[src/rtl/seg_arbiter.sv]
// ---------------------------------------------------------------------------
// seg_arbiter
//
// Shares a 4-digit multiplexed 7-segment display between two requesters:
// a hex score readout and a raw-segment message (e.g. a game banner).
// The block generates its own digit refresh timing, arbitrates only at
// frame boundaries and snapshots the winning source's data once per frame,
// so a frame is never a mix of old and new digits. The score can blink.
//
// Ports
//   segclk       display clock, every register is on its rising edge
//   clr          synchronous active-high reset
//   score_req    score source wants the display
//   score_val    four hex digits, [15:12] is the leftmost
//   blink_en     blink the score while it owns the display
//   msg_req      message source wants the display (has priority)
//   msg_chars    four active-low raw segment codes, [27:21] is the leftmost,
//                bit 0 of each code is segment a, bit 6 is segment g
//   score_grant  score currently owns the display
//   msg_grant    message currently owns the display
//   frame_done   one-cycle pulse on the last cycle of each 4-digit frame
//   seg          segment cathodes, active-low, registered
//   an           digit anodes, active-low, registered, an[3] is leftmost
// ---------------------------------------------------------------------------
module seg_arbiter #(
    parameter int REFRESH_DIV  = 4,   // cycles each digit is lit, >= 2
    parameter int HOLD_FRAMES  = 8,   // minimum frames a granted message stays
    parameter int BLINK_FRAMES = 4    // frames per blink half-period, power of two
) (
    input  logic        segclk,
    input  logic        clr,
    input  logic        score_req,
    input  logic [15:0] score_val,
    input  logic        blink_en,
    input  logic        msg_req,
    input  logic [27:0] msg_chars,
    output logic        score_grant,
    output logic        msg_grant,
    output logic        frame_done,
    output logic [6:0]  seg,
    output logic [3:0]  an
);

    localparam int DIV_W     = $clog2(REFRESH_DIV);
    localparam int HOLD_W    = $clog2(HOLD_FRAMES + 1);
    localparam int BLINK_BIT = $clog2(BLINK_FRAMES);
    localparam int BLK_W     = BLINK_BIT + 1;

    localparam logic [DIV_W-1:0]  DIV_LAST  = DIV_W'(REFRESH_DIV - 1);
    localparam logic [HOLD_W-1:0] HOLD_MAX  = HOLD_W'(HOLD_FRAMES);
    localparam logic [HOLD_W-1:0] HOLD_LAST = HOLD_W'(HOLD_FRAMES - 1);

    typedef enum logic [1:0] {
        ST_IDLE  = 2'd0,
        ST_SCORE = 2'd1,
        ST_MSG   = 2'd2
    } state_t;

    state_t            state_q,     state_d;
    logic [DIV_W-1:0]  div_q,       div_d;
    logic [1:0]        digit_q,     digit_d;     // 0 = leftmost digit
    logic [HOLD_W-1:0] hold_q,      hold_d;
    logic [BLK_W-1:0]  blink_cnt_q, blink_cnt_d;
    logic [15:0]       score_lat_q, score_lat_d;
    logic [27:0]       msg_lat_q,   msg_lat_d;
    logic              blink_lat_q, blink_lat_d;
    logic [6:0]        seg_q,       seg_d;
    logic [3:0]        an_q,        an_d;

    logic tick;
    logic frame_end;
    logic blank;

    // Per-digit views of the frame snapshot, index 0 = leftmost digit.
    logic [6:0] msg_code  [4];
    logic [3:0] score_nib [4];

    genvar gi;
    generate
        for (gi = 0; gi < 4; gi++) begin : g_digit
            assign msg_code[gi]  = msg_lat_d[27 - 7*gi -: 7];
            assign score_nib[gi] = score_lat_d[15 - 4*gi -: 4];
        end
    endgenerate

    function automatic logic [6:0] hex7(input logic [3:0] nib);
        logic [6:0] s;
        case (nib)
            4'h0: s = 7'b1000000;
            4'h1: s = 7'b1111001;
            4'h2: s = 7'b0100100;
            4'h3: s = 7'b0110000;
            4'h4: s = 7'b0011001;
            4'h5: s = 7'b0010010;
            4'h6: s = 7'b0000010;
            4'h7: s = 7'b1111000;
            4'h8: s = 7'b0000000;
            4'h9: s = 7'b0010000;
            4'hA: s = 7'b0001000;
            4'hB: s = 7'b0000011;
            4'hC: s = 7'b1000110;
            4'hD: s = 7'b0100001;
            4'hE: s = 7'b0000110;
            default: s = 7'b0001110;
        endcase
        return s;
    endfunction

    assign tick      = (div_q == DIV_LAST);
    assign frame_end = tick && (digit_q == 2'd3);

    always_comb begin
        div_d       = tick ? '0 : div_q + 1'b1;
        digit_d     = tick ? digit_q + 2'd1 : digit_q;   // 3 wraps to 0
        state_d     = state_q;
        hold_d      = hold_q;
        blink_cnt_d = blink_cnt_q;
        score_lat_d = score_lat_q;
        msg_lat_d   = msg_lat_q;
        blink_lat_d = blink_lat_q;

        if (frame_end) begin
            blink_cnt_d = blink_cnt_q + 1'b1;
            score_lat_d = score_val;
            msg_lat_d   = msg_chars;
            blink_lat_d = blink_en;   // sampled per frame so a frame is never half blanked

            case (state_q)
                ST_IDLE, ST_SCORE: begin
                    if (msg_req) begin
                        state_d = ST_MSG;
                        hold_d  = '0;
                    end else if (state_q == ST_IDLE && score_req) begin
                        state_d = ST_SCORE;
                    end else if (state_q == ST_SCORE && !score_req) begin
                        state_d = ST_IDLE;
                    end
                end
                ST_MSG: begin
                    if (hold_q != HOLD_MAX) begin
                        hold_d = hold_q + 1'b1;
                    end
                    // hold_q counts message frames already finished before this one
                    if (!msg_req && hold_q >= HOLD_LAST) begin
                        state_d = score_req ? ST_SCORE : ST_IDLE;
                    end
                end
                default: state_d = ST_IDLE;
            endcase
        end

        // Outputs are derived from next-state values so the registered pins
        // line up with the digit/owner that the registers are about to hold.
        blank = (state_d == ST_IDLE) ||
                (state_d == ST_SCORE && blink_lat_d && blink_cnt_d[BLINK_BIT]);
        if (blank) begin
            an_d  = 4'b1111;
            seg_d = 7'b1111111;
        end else begin
            an_d  = ~(4'b1000 >> digit_d);
            seg_d = (state_d == ST_MSG) ? msg_code[digit_d] : hex7(score_nib[digit_d]);
        end
    end

    always_ff @(posedge segclk) begin
        if (clr) begin
            state_q     <= ST_IDLE;
            div_q       <= '0;
            digit_q     <= 2'd0;
            hold_q      <= '0;
            blink_cnt_q <= '0;
            score_lat_q <= '0;
            msg_lat_q   <= '0;
            blink_lat_q <= 1'b0;
            seg_q       <= 7'b1111111;
            an_q        <= 4'b1111;
        end else begin
            state_q     <= state_d;
            div_q       <= div_d;
            digit_q     <= digit_d;
            hold_q      <= hold_d;
            blink_cnt_q <= blink_cnt_d;
            score_lat_q <= score_lat_d;
            msg_lat_q   <= msg_lat_d;
            blink_lat_q <= blink_lat_d;
            seg_q       <= seg_d;
            an_q        <= an_d;
        end
    end

    assign seg         = seg_q;
    assign an          = an_q;
    assign score_grant = (state_q == ST_SCORE);
    assign msg_grant   = (state_q == ST_MSG);
    assign frame_done  = frame_end;

endmodule

[config.mk]
export PLATFORM = sky130hd
export DESIGN_NAME = seg_arbiter
export DESIGN_NICKNAME = d
export VERILOG_FILES = /design/src/rtl/seg_arbiter.sv
export SDC_FILE = /design/constraint.sdc
export NUM_CORES = 1
export LEC_CHECK = 0
export ABC_AREA = 1
export BUFFER_PORTS_ARGS = -buffer_cell sky130_fd_sc_hd__clkbuf_2
export CORE_ASPECT_RATIO = 0.75
export CORE_MARGIN = 1.5
export CORE_UTILIZATION = 47
export CTS_CLUSTER_DIAMETER = 120
export CTS_CLUSTER_SIZE = 10
export DETAILED_ROUTE_END_ITERATION = 10
export GPL_TIMING_DRIVEN = 1
export HOLD_SLACK_MARGIN = 0.12
export PLACE_DENSITY_LB_ADDON = 0.1
export SKIP_LAST_GASP = 1
export SLEW_MARGIN = 10
export SYNTH_ARGS = -nofsm -noshare
export SYNTH_HDL_FRONTEND = slang
export SYNTH_SLANG_ARGS = --single-unit
[constraint.sdc]
create_clock -name segclk -period 5.41 [get_ports segclk]
set_clock_uncertainty 0.05 [all_clocks]
set_input_delay 1.082 -clock segclk [delete_from_list [all_inputs] [get_ports segclk]]
set_output_delay 1.082 -clock segclk [all_outputs]
set_load 0.1 [all_outputs]
# Yosys cells after proc, flatten, opt, wreduce, memory -nomap -nowiden
# Memories as Yosys holds them, arrays and structs flattened.
# Index checks and enable logic that the tools add are counted.
# W data, S select, Z words.
[classes] n_addsub=4 n_lt_le_gt_ge=2 n_eq_ne=9 n_shift=1 muxes=22 bitwise_logic=2 reduce_logical=16
[ops] operator="$mux W28" n=1
[ops] operator="$mux W7" n=3
[ops] operator="$mux W16" n=1
[ops] operator="$mux W4" n=4
[ops] operator="$bmux W7 S2" n=1
[ops] operator="$mux W2" n=6
[ops] operator="$bmux W4 S2" n=1
[ops] operator="$eq A2 B2 Y1 const B" n=4
[ops] operator="$pmux W4 S2" n=1
[ops] operator="$logic_and A1 B1 Y1" n=6
[ops] operator="$reduce_or A2 Y1" n=3
[ops] operator="$add A2 B1 Y2 const B" n=2
[ops] operator="$add A4 B1 Y4 const B" n=1
[ops] operator="$eq A2 B1 Y1 const B" n=2
[ops] operator="$ge A4 B3 Y1 const B" n=1
[ops] operator="$logic_not A2 Y1" n=2
[ops] operator="$ne A4 B4 Y1 const B" n=1
[ops] operator="$not A4 Y4" n=1
[ops] operator="$pmux W2 S2" n=1
[ops] operator="$reduce_and A4 Y1" n=1
[ops] operator="$shr A4 B2 Y4 const A" n=1
[ops] operator="$add A3 B1 Y3 const B" n=1
[ops] operator="$ge A3 B3 Y1 const B" n=1
[ops] operator="$mux W3" n=1
[ops] operator="other kinds (7)" n=9
[word_totals] regBits=69 rom_bits=112 input_bits=49 wordCells=68 mem_count=1
[memory_table] memory="(name not given)" words=16 width=7 rd=1 rd_ports_with_merged_regs=0 wr=0 line="88" source="case (nib)"

# Depth between registers and ports, before layout
# Gate-level depths: netlist of the first run.
[logic_depth] word_depth=12 mapped_depth=17 depth_no_buf=17

# Worst setup path after synthesis of the first run
# Ideal clock, no wire load.
[synth_path] path_kind="flip-flop to output port" startpoint="reg state_q[1]" endpoint="out msg_grant" arrival_ns=1.705 setup_slack_ns=2.573 stages_incl_launch_ff=3 cell_sequence="dfxtp_1 > inv_1 > nor2_1"
[synth_via] elab_chain_len=1
[synth_rtl] item="start: declaration" line="59" source="state_t state_q, state_d;"
[synth_rtl] item="start signal: assignment" line="178" source="state_q <= state_d;"
[synth_rtl] item="$eq A2 B2 Y1" line="194" source="assign msg_grant = (state_q == ST_MSG);"
[synth_rtl] item="end: declaration" line="38" source="output logic msg_grant,"
# No other way between the ends.

# Worst setup path after layout of the first run
[layout_path] startpoint="reg div_q[0]" endpoint="out frame_done"
[layout_via] elab_chain_len=2
[layout_rtl] item="start: declaration" line="60" source="logic [DIV_W-1:0] div_q, div_d;"
[layout_rtl] item="start signal: assignment" line="179" source="div_q <= div_d;"
[layout_rtl] item="$eq A2 B2 Y1" line="109" source="assign tick = (div_q == DIV_LAST);"
[layout_rtl] item="$logic_and A1 B1 Y1" line="110" source="assign frame_end = tick && (digit_q == 2'd3);"
[layout_rtl] item="end: declaration" line="39" source="output logic frame_done,"
# No other way between the ends.

==> results of run 1 <==
==> how the worst max path moves through the flow <==
stage                     startpoint          to  slack, ps
after CTS                   div_q[0]  frame_done       1510
after global placement      div_q[0]  frame_done       1970
after floorplan           state_q[1]   msg_grant       2570
after global routing        div_q[0]  frame_done       1340
final                       div_q[0]  frame_done       1540
after detailed placement    div_q[0]  frame_done       1900
==> synth_stat cells, types with 3 or more instances <==
cell / n
a21oi_1: 22
buf_4: 3
buf_6: 7
clkbuf_1: 8
dfxtp_1: 69
ha_1: 10
inv_1: 40
inv_2: 5
nand2_1: 140
nand2_2: 9
nand2_4: 3
nand3_1: 26
nor2_1: 73
nor3_1: 4
o21a_1: 15
o21ai_0: 15
o21ai_1: 4
o21ai_2: 4
or2_0: 5
or2_2: 24
==> worst reg2reg max path, stage by stage, from the launching register on <==
cell and delay (ps):
dfxtp_1 360, ha_1 470, nand2_2 70, buf_4 300
inv_2 620, nand2_1 160, nand2_1 140, nand2_1 60
nand2_1 60, nand2_1 50, nand2_1 150, ha_1 220
nand3_1 130, a21oi_1 170, nand2_1 70, nand2_1 50
==> cell families (layout without fill, tap and decap cells) <==
logic type | after synthesis | in the layout | synth area share, %
AND/OR/NAND/NOR | 290 | 290 | 36.14
adder cells (fa/ha/maj) | 10 | 10 | 3.571
XOR/XNOR | 2 | 2 | 0.7145
AO/OA/AOI/OAI | 64 | 64 | 11.32
buffers and inverters | 65 | 123 | 8.821
flip-flops | 69 | 69 | 39.43
==> power groups by stage <==
| stage | combinational (mW) | sequential, mW | clock [mW] |
|---|---|---|---|
| global route | 0.0653 | 0.513 | 0.461 |
| floorplan | 0.0344 | 0.524 | 0 |
| finish | 0.0590 | 0.513 | 0.428 |
| detailed placement | 0.0591 | 0.524 | 0 |
| global placement | 0.0580 | 0.524 | 0 |
| CTS | 0.0593 | 0.513 | 0.438 |
==> final cells by class <==
type | instances | area share [%]
flip-flops and latches | 69 | 34.41
inverters | 45 | 4.208
clock inverters | 1 | 0.7481
multi-input cells | 366 | 45.17
clock buffers | 13 | 4.208
repair buffers | 64 | 8.105
well taps | 101 | 3.148
==> layer usage <==
layer / track usage [%] / part of all wire (%) / vias up
li1: - / - / 1661
met1: 27.83 / 50 / 1339
met2: 33.25 / 44 / 68
met3: 5.676 / 4.2 / 11
met4: 6.164 / 1.2 / 0
met5: 0 / 0 / -
==> metrics by stage <==
| step | instances | power (mW) |
|---|---|---|
| 6_report | 659 | 0.9998 |
| 5_1_grt | 659 | 1.039 |
| 4_1_cts | 659 | 1.010 |
| 3_5_place_dp | 645 | 0.5836 |
| 3_3_place_gp | 645 | 0.5820 |
| 2_1_floorplan | 500 | 0.5586 |
==> state kept, by name (all words and copies together), names as in the netlist <==
register and cells:
state_q 2, seg 7, hold_q 4, score_lat_q 16
blink_lat_q 1, an 4, blink_cnt_q 3, msg_lat_q 28
digit_q 2, div_q 2
==> out/metrics.cfg, run 1 <==
[critical_path]
crit_required_ps = 4280
crit_arrival_ps = 2740
max_stage_delay_ps = 610
slowest_stage = inv_2
crit_fanout = 51
crit_type = flop to primary output
r2r_end = seg[4]
r2r_cells = 15
critical_path_depth = 5
worst_setup_path_start_kind = flop
path_buf_inv = 3
cp_top_family = buffers and inverters
rrSetupSlack_ps = 2240
critical_path.cell_chain = ha_1 -> nand2_2 -> buf_4 -> inv_2 -> clkbuf_2
r2r-start = div_q[0]
worstSetupEndpointType = primary output

[timing]
setup_viol_count_final = 0
tns_ps = 0
slew_headroom_pct = 38.44
worst_slack_ps = 1539
whs_ps = 409.1
fin_crit_ps = 3871
worst_pin_slew_ps = 920.0
max_freq_ghz = 0.2584
drv_slew = 0
rsz0062_at_grt = no
hold_violations = 0
post-route-period-util_pct = 71.55

[global_routing]
grt_usage_pct = 20.97
antenna_found_initial = 0
grt_pass1_wl_um = 12980
grt_max_degree = 54
grt_pass1_vias = 2869
grt_overflow = 0

[power]
leakage_nw = 1.950
powerDensity_mw_per_mm2 = 249.1
p_int_mw = 0.7769
power_frac_clock_pct = 42.8
power.share.sequential_pct = 51.3
power.net_switching_mw = 0.2229
comb_power_share_pct = 5.9
swShare_pct = 22.29
ir_drop_v = 0.0001688

[die]
start_util_pct = 48.23
rows = 27
core_region_area_mm2 = 0.007263
die_h_um = 77.77
io_pins = 63
dieArea_mm2 = 0.007986
die_x_um = 102.7

[clocking]
htree_levels = 3
cts_resized = 0
cts_root_buf = clkbuf_8
path_clk_slew_ps = 70
cts_buffers = 9
cts_sinks = 69
ctsHoldBuffers = 0
clk_latency_ps = 340
tritoncts = done
post_cts_buffers = 0
cts_buffer_depth = 2

[routing]
via_per_inst = 4.672
first_iter_violations = 120
dr.pass1.iters = 4
wl_um = 7698
wl_per_cell_um = 11.68
route.vias.total = 3079
drtAntennaViolNets = 0
drcViolationCount = 0

[finish]
fin_nets = 614
postLayoutCoreUtil_pct = 55.26
drive_gt1_share_pct = 22.76
layout_common_cells = nand2_1, nor2_1, dfxtp_1, clkbuf_2, inv_1
fin_area_mm2 = 0.004014
multi_input_area_mm2 = 0.001813
final_common_cell = nand2_1
synthToLayoutAreaGrowth_pct = 14.57
ff_latch_area_mm2 = 0.001381
diodes = 0
num-fill-cells = 733

[synth]
avgSynthCellArea_um2 = 7.007
synth.cell_area_mm2 = 0.003503
netlist_instances = 500
synth-edff-count = 0
yosysSeqAreaShare_pct = 39.43
synthDistinctLibCells = 34
synth_flop_cell = dfxtp_1
synth.area.top_cells = dfxtp_1, nand2_1, nor2_1, inv_1, or2_2
post-synth-top-area-fraction_pct = 39.43
yosysTopAreaCell = dfxtp_1
synth_seq_cells = 69
synth_nets = 559
synth_warnings = 0
synthArstFlopShare_pct = 0

[placement]
port_buffers = 62
place_congestion = 0.8817
dpl_worst_slack_ps = 1896
dpl-instance-area_mm2 = 0.003815
post-dp-hpwl_um = 5423

[hold_path]
worstHoldStart = div_q[0]
hold-path-cell-count = 1
min_path_type = flop to flop
min_to = div_q[0]

[flow_run]
cap_violations = 0

[status]
status = complete, no violations

No activity file was read; power rests on OpenSTA's default activity.
==> inputs of run 2 (changes only) <==
--- a/config.mk
+++ b/config.mk
@@ -5,7 +5,7 @@
 export SDC_FILE = /design/constraint.sdc
 export NUM_CORES = 1
 export LEC_CHECK = 0
-export ABC_AREA = 1
+export ABC_AREA = 0
 export BUFFER_PORTS_ARGS = -buffer_cell sky130_fd_sc_hd__clkbuf_2
 export CORE_ASPECT_RATIO = 0.75
 export CORE_MARGIN = 1.5
==> constraint.sdc (replaced) <==
create_clock -name segclk -period 3.7 [get_ports segclk]
set_clock_uncertainty 0.05 [all_clocks]
set_input_delay 0.74 -clock segclk [delete_from_list [all_inputs] [get_ports segclk]]
set_output_delay 0.74 -clock segclk [all_outputs]
set_load 0.1 [all_outputs]
==> out/metrics.cfg, run 2 <==
[clocking]
post_cts_buffers = 0
tritoncts = done
clk_latency_ps = 340
htree_levels = 3
cts_buffer_depth = 2
cts_sinks = 69
cts_resized = 0
cts_buffers = 9
ctsHoldBuffers = 0
path_clk_slew_ps = 80
cts_root_buf = clkbuf_8

[routing]
dr.pass1.iters = 4
route.vias.total = 2708
first_iter_violations = 135
wl_per_cell_um = 14.65
drcViolationCount = 0
wl_um = 7501
via_per_inst = 5.289
drtAntennaViolNets = 0

[finish]
fin_area_mm2 = 0.003919
fin_nets = 468
synthToLayoutAreaGrowth_pct = 16.04
layout_common_cells = dfxtp_1, clkbuf_2, nor2_1, mux2i_1, o22ai_1
largest_register_ffs = 28
final_common_cell = dfxtp_1
diodes = 0
regMostFlops = msg_lat_q
drive_gt1_share_pct = 27.29

[die]
die_x_um = 100.9
core_region_area_mm2 = 0.006897
rows = 26
die_h_um = 76.41
start_util_pct = 48.97
io_pins = 63
dieArea_mm2 = 0.007708

[critical_path]
crit_start = digit_q[0]
crit_fanout = 23
crit_required_ps = 2910
rrSetupSlack_ps = 630
r2r_end = seg[3]
crit_arrival_ps = 2520
cp-endpoint = frame_done
worst_setup_path_start_kind = flop
r2r_cells = 9
r2r-start = digit_q[0]
worstSetupEndpointType = primary output
crit_type = flop to primary output

[hold_path]
worstHoldStart = div_q[0]
hold-path-cell-count = 1
min_path_type = flop to flop

[global_routing]
antenna_found_initial = 0
grt_overflow = 0
grt_pass1_vias = 2569
grt_pass1_wl_um = 12150
grt_max_degree = 31
grt_usage_pct = 20.13
met2_usage_pct = 29.05
use_met1_pct = 28.50
busiest_layer = met2
grtUsageMet3_pct = 6.697

[placement]
place_congestion = 0.7999
port_buffers = 62
post-dp-hpwl_um = 5312
dpl-instance-area_mm2 = 0.003695

[synth]
synth.area.top_cells = dfxtp_1, mux2i_1, nor2_1, o22ai_1, o21ba_2
synth.most_common_cell = dfxtp_1
netlist_instances = 353
synth.cell_area_mm2 = 0.003377
synth_nets = 412
synth_commonest_cells = dfxtp_1, nor2_1, mux2i_1
avgSynthCellArea_um2 = 9.567
synth_seq_cells = 69
synthArstFlopShare_pct = 0
yosysTopAreaCell = dfxtp_1
synthDistinctLibCells = 53
post-synth-top-area-fraction_pct = 40.90
synth-edff-count = 0
synth_warnings = 0
yosysSeqAreaShare_pct = 40.90
synth_flop_cell = dfxtp_1

[timing]
slew_headroom_pct = 37.37
setup_viol_count_final = 0
post-route-period-util_pct = 89.53
max_freq_ghz = 0.3019
hold_violations = 0
fin_crit_ps = 3313
rsz0062_at_grt = no
worst_pin_slew_ps = 933.2
drv_slew = 0
tns_ps = 0

[power]
total_power_mw = 1.519
leakage_nw = 1.848
powerDensity_mw_per_mm2 = 387.7
ir_drop_v = 0.0002154

[flow_run]
cap_violations = 0

[status]
status = complete, no violations

## run 2: cell types whose count changed after synthesis, sizes merged, moves of 20 or more
cell,before,now
inv,45,11
or2,30,1
nor2,75,47
mux2i,0,35
nand2,152,13
nand3,26,6
o22ai,1,25
## run 2: through the flow
step                      std cells  utilization, %  hold slack [ps]  worst slack [ps]
after floorplan                 353               -            354.3              1183
after global placement          496           53.57            361.1             773.0
after detailed placement        496           53.57            373.3             666.8
after CTS                       512           56.82            384.7             396.6
after global routing            512           56.82            409.1             211.4
final                           512           56.82            379.5             387.3
## run 2: worst min path at each step
stage               slack, ps       end
finish                    380  div_q[0]
global route              410  div_q[0]
CTS                       380  div_q[0]
detailed placement        370  div_q[0]
global placement          360  div_q[0]
floorplan                 350  div_q[0]
## run 2: worst max-delay path, cell delays in order, from the launching register on
cell,delay [ps]
dfxtp_1,550
ha_1,540
nand2_4,330
inv_2,260
clkbuf_2,490
## run 2: final cells by class
type | count | area (µm²)
fill | 658 | 2978
inverter | 11 | 41.29
timing repair buffer | 67 | 347.8
sequential | 69 | 1381
multi-input combinational | 251 | 1802
clock buffer | 10 | 137.6
tap | 98 | 122.6
clock inverter | 6 | 86.33
## run 2: cells by family (layout without fill, tap and decap cells)
logic type | count (synthesis) | after routing | synth area share [%]
XOR/XNOR | 3 | 3 | 0.7782
adder cells (fa/ha/maj) | 10 | 10 | 3.705
buffers and inverters | 33 | 94 | 5.743
AO/OA/AOI/OAI | 99 | 99 | 21.75
flip-flops | 69 | 69 | 40.90
AND/OR/NAND/NOR | 103 | 103 | 16.41
multiplexers | 36 | 36 | 10.71
## run 2: metal layers
layer  share of wire [%]  up-vias  wire [µm]
met3                 5.1        5        383
li1                    -     1390          -
met1                  53     1242       3952
met2                  42       71       3114
met5                   0        -          0
met4                0.68        0         51
## run 2: power by group
part / internal [mW] / leakage [nW] / switching (mW)
sequential: 0.746 / 0.557 / 0.00385
combinational: 0.0337 / 1.18 / 0.0463
clock: 0.397 / 0.112 / 0.293
